### config.mk
export PLATFORM = sky130hd
export DESIGN_NAME = pid_channel_sequencer
export DESIGN_NICKNAME = d
export VERILOG_FILES = /design/src/rtl/pid_channel_sequencer.sv
export SDC_FILE = /design/constraint.sdc
export NUM_CORES = 2
export LEC_CHECK = 0
export CORE_MARGIN = 2
export CORE_UTILIZATION = 55
export CTS_BUF_LIST = sky130_fd_sc_hd__clkbuf_4 sky130_fd_sc_hd__clkbuf_8
export CTS_CLUSTER_SIZE = 25
export DETAILED_ROUTE_END_ITERATION = 7
export PLACE_DENSITY_LB_ADDON = 0.25
export SLEW_MARGIN = 5
export SYNTH_ARGS = -nofsm -noshare
export SYNTH_HDL_FRONTEND = slang
export SYNTH_SLANG_ARGS = --single-unit
### constraint.sdc
create_clock -name i_clk -period 33.4 [get_ports i_clk]
set_clock_uncertainty 0.05 [all_clocks]
set_input_delay 3.34 -clock i_clk [delete_from_list [all_inputs] [get_ports i_clk]]
set_output_delay 3.34 -clock i_clk [all_outputs]
set_load 0.1 [all_outputs]
### src/rtl/pid_channel_sequencer.sv
// pid_channel_sequencer: one incremental PID datapath time-shared across NCH channels,
// with snapshot-on-tick inputs, shadowed runtime gains and per-channel saturated history.
module pid_channel_sequencer #(
   parameter int W = 15,
   parameter int NCH = 4,
   parameter int GW = 16,
   parameter int FRAC = 8,
   parameter logic signed [GW-1:0] K1_INIT = 16'sd77,
   parameter logic signed [GW-1:0] K2_INIT = -16'sd26,
   parameter logic signed [GW-1:0] K3_INIT = 16'sd0
) (
   input  logic                    i_clk,
   input  logic                    i_reset,
   input  logic                    i_tick,
   input  logic [NCH*(W+1)-1:0]    i_sp_bus,
   input  logic [NCH*(W+1)-1:0]    i_meas_bus,
   input  logic                    i_cfg_we,
   input  logic [1:0]              i_cfg_addr,
   input  logic [GW-1:0]           i_cfg_data,
   output logic                    o_busy,
   output logic                    o_u_valid,
   output logic [$clog2(NCH)-1:0]  o_u_ch,
   output logic [W:0]              o_u_out,
   output logic                    o_done,
   output logic                    o_overrun
);
   localparam int CW = $clog2(NCH);
   localparam int PW = W + GW + 3;
   localparam logic signed [W:0] UMAX = {1'b0, {W{1'b1}}};
   localparam logic signed [W:0] UMIN = {1'b1, {W{1'b0}}};

   typedef enum logic [1:0] {S_IDLE, S_CALC, S_UPD, S_DONE} state_t;
   state_t r_state, w_next;

   logic [NCH*(W+1)-1:0] r_sp, r_meas;
   logic signed [GW-1:0] r_k1, r_k2, r_k3, r_s1, r_s2, r_s3;
   logic signed [GW-1:0] w_n1, w_n2, w_n3;
   logic signed [W:0]    r_u [NCH];
   logic signed [W:0]    r_e1 [NCH];
   logic signed [W:0]    r_e2 [NCH];
   logic signed [W:0]    r_e, r_u_out;
   logic signed [PW-1:0] r_p, w_p, w_d;
   logic signed [PW:0]   w_sum;
   logic signed [W+1:0]  w_diff;
   logic signed [W:0]    w_sp, w_meas, w_e, w_u;
   logic [CW-1:0]        r_ch, r_u_ch;
   logic                 r_pend, r_valid, r_done, r_ovr;
   logic                 w_busy, w_start, w_last, w_clr, w_zero;

   function automatic logic signed [PW-1:0] mul(input logic signed [GW-1:0] k,
                                                input logic signed [W:0] x);
      return PW'(k) * PW'(x);
   endfunction

   // the done cycle is already IDLE but still counts as busy, so ticks there are refused
   assign w_busy  = (r_state != S_IDLE) | r_done;
   assign w_start = i_tick & ~w_busy;
   assign w_last  = r_ch == CW'(NCH - 1);
   assign w_clr   = i_cfg_we & (i_cfg_addr == 2'd3);
   assign w_zero  = (w_clr & ~w_busy) | (w_start & r_pend);
   assign w_n1 = (i_cfg_we && i_cfg_addr == 2'd0) ? i_cfg_data : r_s1;
   assign w_n2 = (i_cfg_we && i_cfg_addr == 2'd1) ? i_cfg_data : r_s2;
   assign w_n3 = (i_cfg_we && i_cfg_addr == 2'd2) ? i_cfg_data : r_s3;

   always_comb begin
      w_next = r_state;
      case (r_state)
         S_IDLE:  w_next = w_start ? S_CALC : S_IDLE;
         S_CALC:  w_next = S_UPD;
         S_UPD:   w_next = w_last ? S_DONE : S_CALC;
         default: w_next = S_IDLE;
      endcase
   end

   always_comb begin
      w_sp   = r_sp[r_ch*(W+1) +: W+1];
      w_meas = r_meas[r_ch*(W+1) +: W+1];
      w_diff = (W+2)'(w_sp) - (W+2)'(w_meas);
      w_e    = (w_diff > (W+2)'(UMAX)) ? UMAX : (w_diff < (W+2)'(UMIN)) ? UMIN : w_diff[W:0];
      w_p    = mul(r_k1, w_e) + mul(r_k2, r_e1[r_ch]) + mul(r_k3, r_e2[r_ch]);
      w_d    = r_p >>> FRAC;
      w_sum  = (PW+1)'(r_u[r_ch]) + (PW+1)'(w_d);
      w_u    = (w_sum > (PW+1)'(UMAX)) ? UMAX : (w_sum < (PW+1)'(UMIN)) ? UMIN : w_sum[W:0];
   end

   always_ff @(posedge i_clk) begin
      if (i_reset) begin
         r_state <= S_IDLE;
         r_sp    <= '0;
         r_meas  <= '0;
         r_k1    <= K1_INIT;
         r_k2    <= K2_INIT;
         r_k3    <= K3_INIT;
         r_s1    <= K1_INIT;
         r_s2    <= K2_INIT;
         r_s3    <= K3_INIT;
         r_ch    <= '0;
         r_pend  <= 1'b0;
         r_p     <= '0;
         r_e     <= '0;
         r_valid <= 1'b0;
         r_done  <= 1'b0;
         r_ovr   <= 1'b0;
         r_u_out <= '0;
         r_u_ch  <= '0;
         for (int i = 0; i < NCH; i++) begin
            r_u[i]  <= '0;
            r_e1[i] <= '0;
            r_e2[i] <= '0;
         end
      end else begin
         r_state <= w_next;
         r_valid <= r_state == S_UPD;
         r_done  <= r_state == S_DONE;
         r_ovr   <= i_tick & w_busy;
         r_s1    <= w_n1;
         r_s2    <= w_n2;
         r_s3    <= w_n3;
         if (w_start) begin
            r_sp   <= i_sp_bus;
            r_meas <= i_meas_bus;
            r_k1   <= w_n1;
            r_k2   <= w_n2;
            r_k3   <= w_n3;
            r_ch   <= '0;
            r_pend <= 1'b0;
         end else if (w_clr & w_busy) begin
            r_pend <= 1'b1;
         end
         if (r_state == S_CALC) begin
            r_p <= w_p;
            r_e <= w_e;
         end
         // the clamped u is what gets stored, which is the anti-windup
         if (r_state == S_UPD) begin
            r_u[r_ch]  <= w_u;
            r_e1[r_ch] <= r_e;
            r_e2[r_ch] <= r_e1[r_ch];
            r_u_out    <= w_u;
            r_u_ch     <= r_ch;
            r_ch       <= r_ch + 1'b1;
         end
         if (w_zero) begin
            for (int i = 0; i < NCH; i++) begin
               r_u[i]  <= '0;
               r_e1[i] <= '0;
               r_e2[i] <= '0;
            end
         end
      end
   end

   assign o_busy    = w_busy;
   assign o_u_valid = r_valid;
   assign o_u_ch    = r_u_ch;
   assign o_u_out   = r_u_out;
   assign o_done    = r_done;
   assign o_overrun = r_ovr;
endmodule
==> metrics <==
status complete, no violations; sequential fraction of the synthesis area 22.5%; YS warnings 0; Synth area leaders fa_1, dfxtp_1, edfxtp_1; worst hold endpoint r_sp[56]$_SDFFE_PP0P_; DRT iter0 DRCs 2759; Multi-input gate area 35000 µm²; P&R area growth vs syn 8.64%; pin count of the biggest net entering global routing 80; clock-pin slew on the worst setup and hold paths ~70 ps; global-route wire length before repair between 200000 and 250000 µm; TritonCTS Buffers 85; endpoints failing hold 0; Reg-to-Reg Start r_ch[0]$_SDFFE_PP0N_; worst min-delay path startpoint r_sp[56]$_SDFFE_PP0P_; Synth Area in Adders 42.0%; total global-route track usage between 30 and 40%; CTS HTree Levels 3; Slew HR between 20% and 30%; Reg area around 12000 µm²; initial antenna violation count 5; CP max-delay cell mux2i_1; CP most frequent cell fa_1; TNS Setup 0 ps; fin crit share 37.3%; CP required 33960 ps; Syn Inst Count 5297; Die H a little over 300 µm; synthesized-area fraction occupied by and/or/nand/nor cells between 10% and 20%; layout cells sized above 1 around 5.6%; WP data arrival around 13000 ps; I/O pins around 170; post-route ant nets 0; HP Class register to register; Post-synth top flop dfxtp_1; Final Wtd Congestion ~0.97; Mapped Nets between 6k and 7k; Worst path max stage delay between 900 and 1000 ps; Layout Nets 6663; vias in the first global route approximately 39k; RSZ-0062 raised after global routing false; Crit Path Max Fanout 38; Starting Density around 55%; area leader, netlist fa_1; placed insts 6504; worst reg2reg endpoint r_p[26]$_SDFFE_PP0N_; clock tree buffer depth 3; Root Buffer clkbuf_8; post-layout min period about 12000 ps; syn avg cell area slightly below 10 µm²; # setup viols final 0; Crit. End Element register; Commonest cells post-synth inv_1, fa_1, nand2_1, and2_1, dfxtp_1; CTS Hold Buffers Added 0; hold depth 2; Seq cells post-synth 486; most frequent cell after synthesis inv_1; detail-routed via count per cell between 5 and 6; Crit path buffers/inverters 7; Post-synth EDFFs about 190; PortBufs roughly 170; wirelength, routed 140000 µm; mux contribution to synthesized area between 3 and 4%; r2r setup slk 20930 ps; CP startpoint kind register; Horiz. Die Dim between 300 and 400 µm; post-detail-place hpwl 114000 µm; WHS roughly 400 ps; Synth Cell Area 51700 µm²; routed length per instance about 21 µm; FP Rows between 100 and 150; area share of the largest cell type after synthesis a little over a third; clk sink count 486; Max Cap Viol 0; via count roughly 37k; Die Footprint 96500 µm²; DR DRC count 0; FFs w/ async S/R, synth 0%; CTS tree yes; post-route cell area 56200 µm²; fin. max-slew vios 0; core area between 90000 and 100000 µm²; post-CTS sizing 0; TritonRoute pass-1 iters 5; Synth cell types between 70 and 80; Slew @ Worst Pin between 1000 and 1500 ps; fmax around 80 MHz; WS Path Type register to register; Finished Layout Cells between 6k and 7k; fillers about 8k; Register-to-Register Path Depth 36; XOR/XNOR share of the synthesized area between 1 and 1.5%; Post-CTS Setup Inserts 0; crit-path leading delay family adder cells; grt ovf 0; Synth Area in Compound Gates about 6.6%; worst skew pair latency 780 ps; largest family of logic cells by synthesized area adder cells; Post-DP Area approximately 54000 µm²
## cell families after synthesis
logic type,count (synthesis)
AND/OR/NAND/NOR,1569
XOR/XNOR,71
multiplexers,83
adder cells (fa/ha/maj),1177
flip-flops,486
AO/OA/AOI/OAI,541
buffers and inverters,1370
## per-layer routing
layer	global-route usage (%)	routed length, µm	vias up
met4	11.6	5550	0
met2	49.4	67200	1376
met3	4.43	10400	278
li1	-	-	16300
met1	40.9	57300	18800
met5	0	0	-
## final cells by class
class | instances | area share, %
clock buffer | 123 | 2.73
sequential | 486 | 20.7
clock inverter | 30 | 0.539
inverter | 1120 | 7.48
tap | 1254 | 2.79
timing repair buffer | 203 | 3.47
antenna | 1 | 0.00445
multi-input combinational | 3441 | 62.2
## worst max-delay path by stage
stage	start	to	slack, ps	depth (start not counted)
CTS	r_ch[0]$_SDFFE_PP0N_	r_p[21]$_SDFFE_PP0N_	20970	36
floorplan	r_ch[0]$_SDFFE_PP0N_	r_p[33]$_SDFFE_PP0N_	21730	43
finish	r_ch[0]$_SDFFE_PP0N_	r_p[26]$_SDFFE_PP0N_	20930	36
global placement	r_ch[0]$_SDFFE_PP0N_	r_p[29]$_SDFFE_PP0N_	21290	36
detailed placement	r_ch[0]$_SDFFE_PP0N_	r_p[29]$_SDFFE_PP0N_	21050	36
global route	r_ch[0]$_SDFFE_PP0N_	r_p[33]$_SDFFE_PP0N_	20310	36
## flip-flops by register name, indices dropped and copies added (netlist names), named ones only
signal and count:
r_e1 64, r_e2 64, r_meas 64, r_sp 64, r_u 64, r_p 26, o_u_out 16, r_e 16
r_k1 16, r_k2 16, r_k3 16, r_s1 16, r_s2 16, r_s3 16, o_u_ch 2, r_ch 2
r_state 2, o_done 1, o_overrun 1, o_u_valid 1, r_pend 1
## layout by cell type (no fill, tap or decap), types with 7 or more instances in the layout
master	instances
a211oi_1	28
a21o_1	51
a21oi_1	234
a22o_1	21
and2_1	421
and3_1	14
buf_4	32
clkbuf_4	25
clkbuf_8	98
clkdlybuf4s50_1	170
clkinv_2	12
clkinvlp_4	7
dfxtp_1	290
edfxtp_1	192
fa_1	933
ha_1	243
inv_1	1119
mux4_2	79
nand2_1	861
nand2b_1	36
nand3_1	32
nand4_1	9
nor2_1	113
nor2b_1	7
nor3_1	21
o211ai_1	8
o21a_1	16
o21ai_0	52
o21ai_1	34
o21bai_1	9
o22a_1	31
or2_2	12
xnor2_1	44
xor2_1	27
## stage by stage
stage / util [%] / setup slack [ps]
2_1_floorplan: - / 21730
3_3_place_gp: 58.3 / 21290
3_5_place_dp: 58.3 / 21050
4_1_cts: 60.2 / 20970
5_1_grt: 60.2 / 20310
6_report: 60.2 / 20930
## worst min-delay path, delay by kind of cell (launching register included)
family           cells  cell delay, ps
AO/OA/AOI/OAI        1              50
flip-flops           1             310
AND/OR/NAND/NOR      1              50
Power is left out: the tool's default activity adds up to more than one toggle a clock period on the data nets, which glitch-free logic cannot reach.
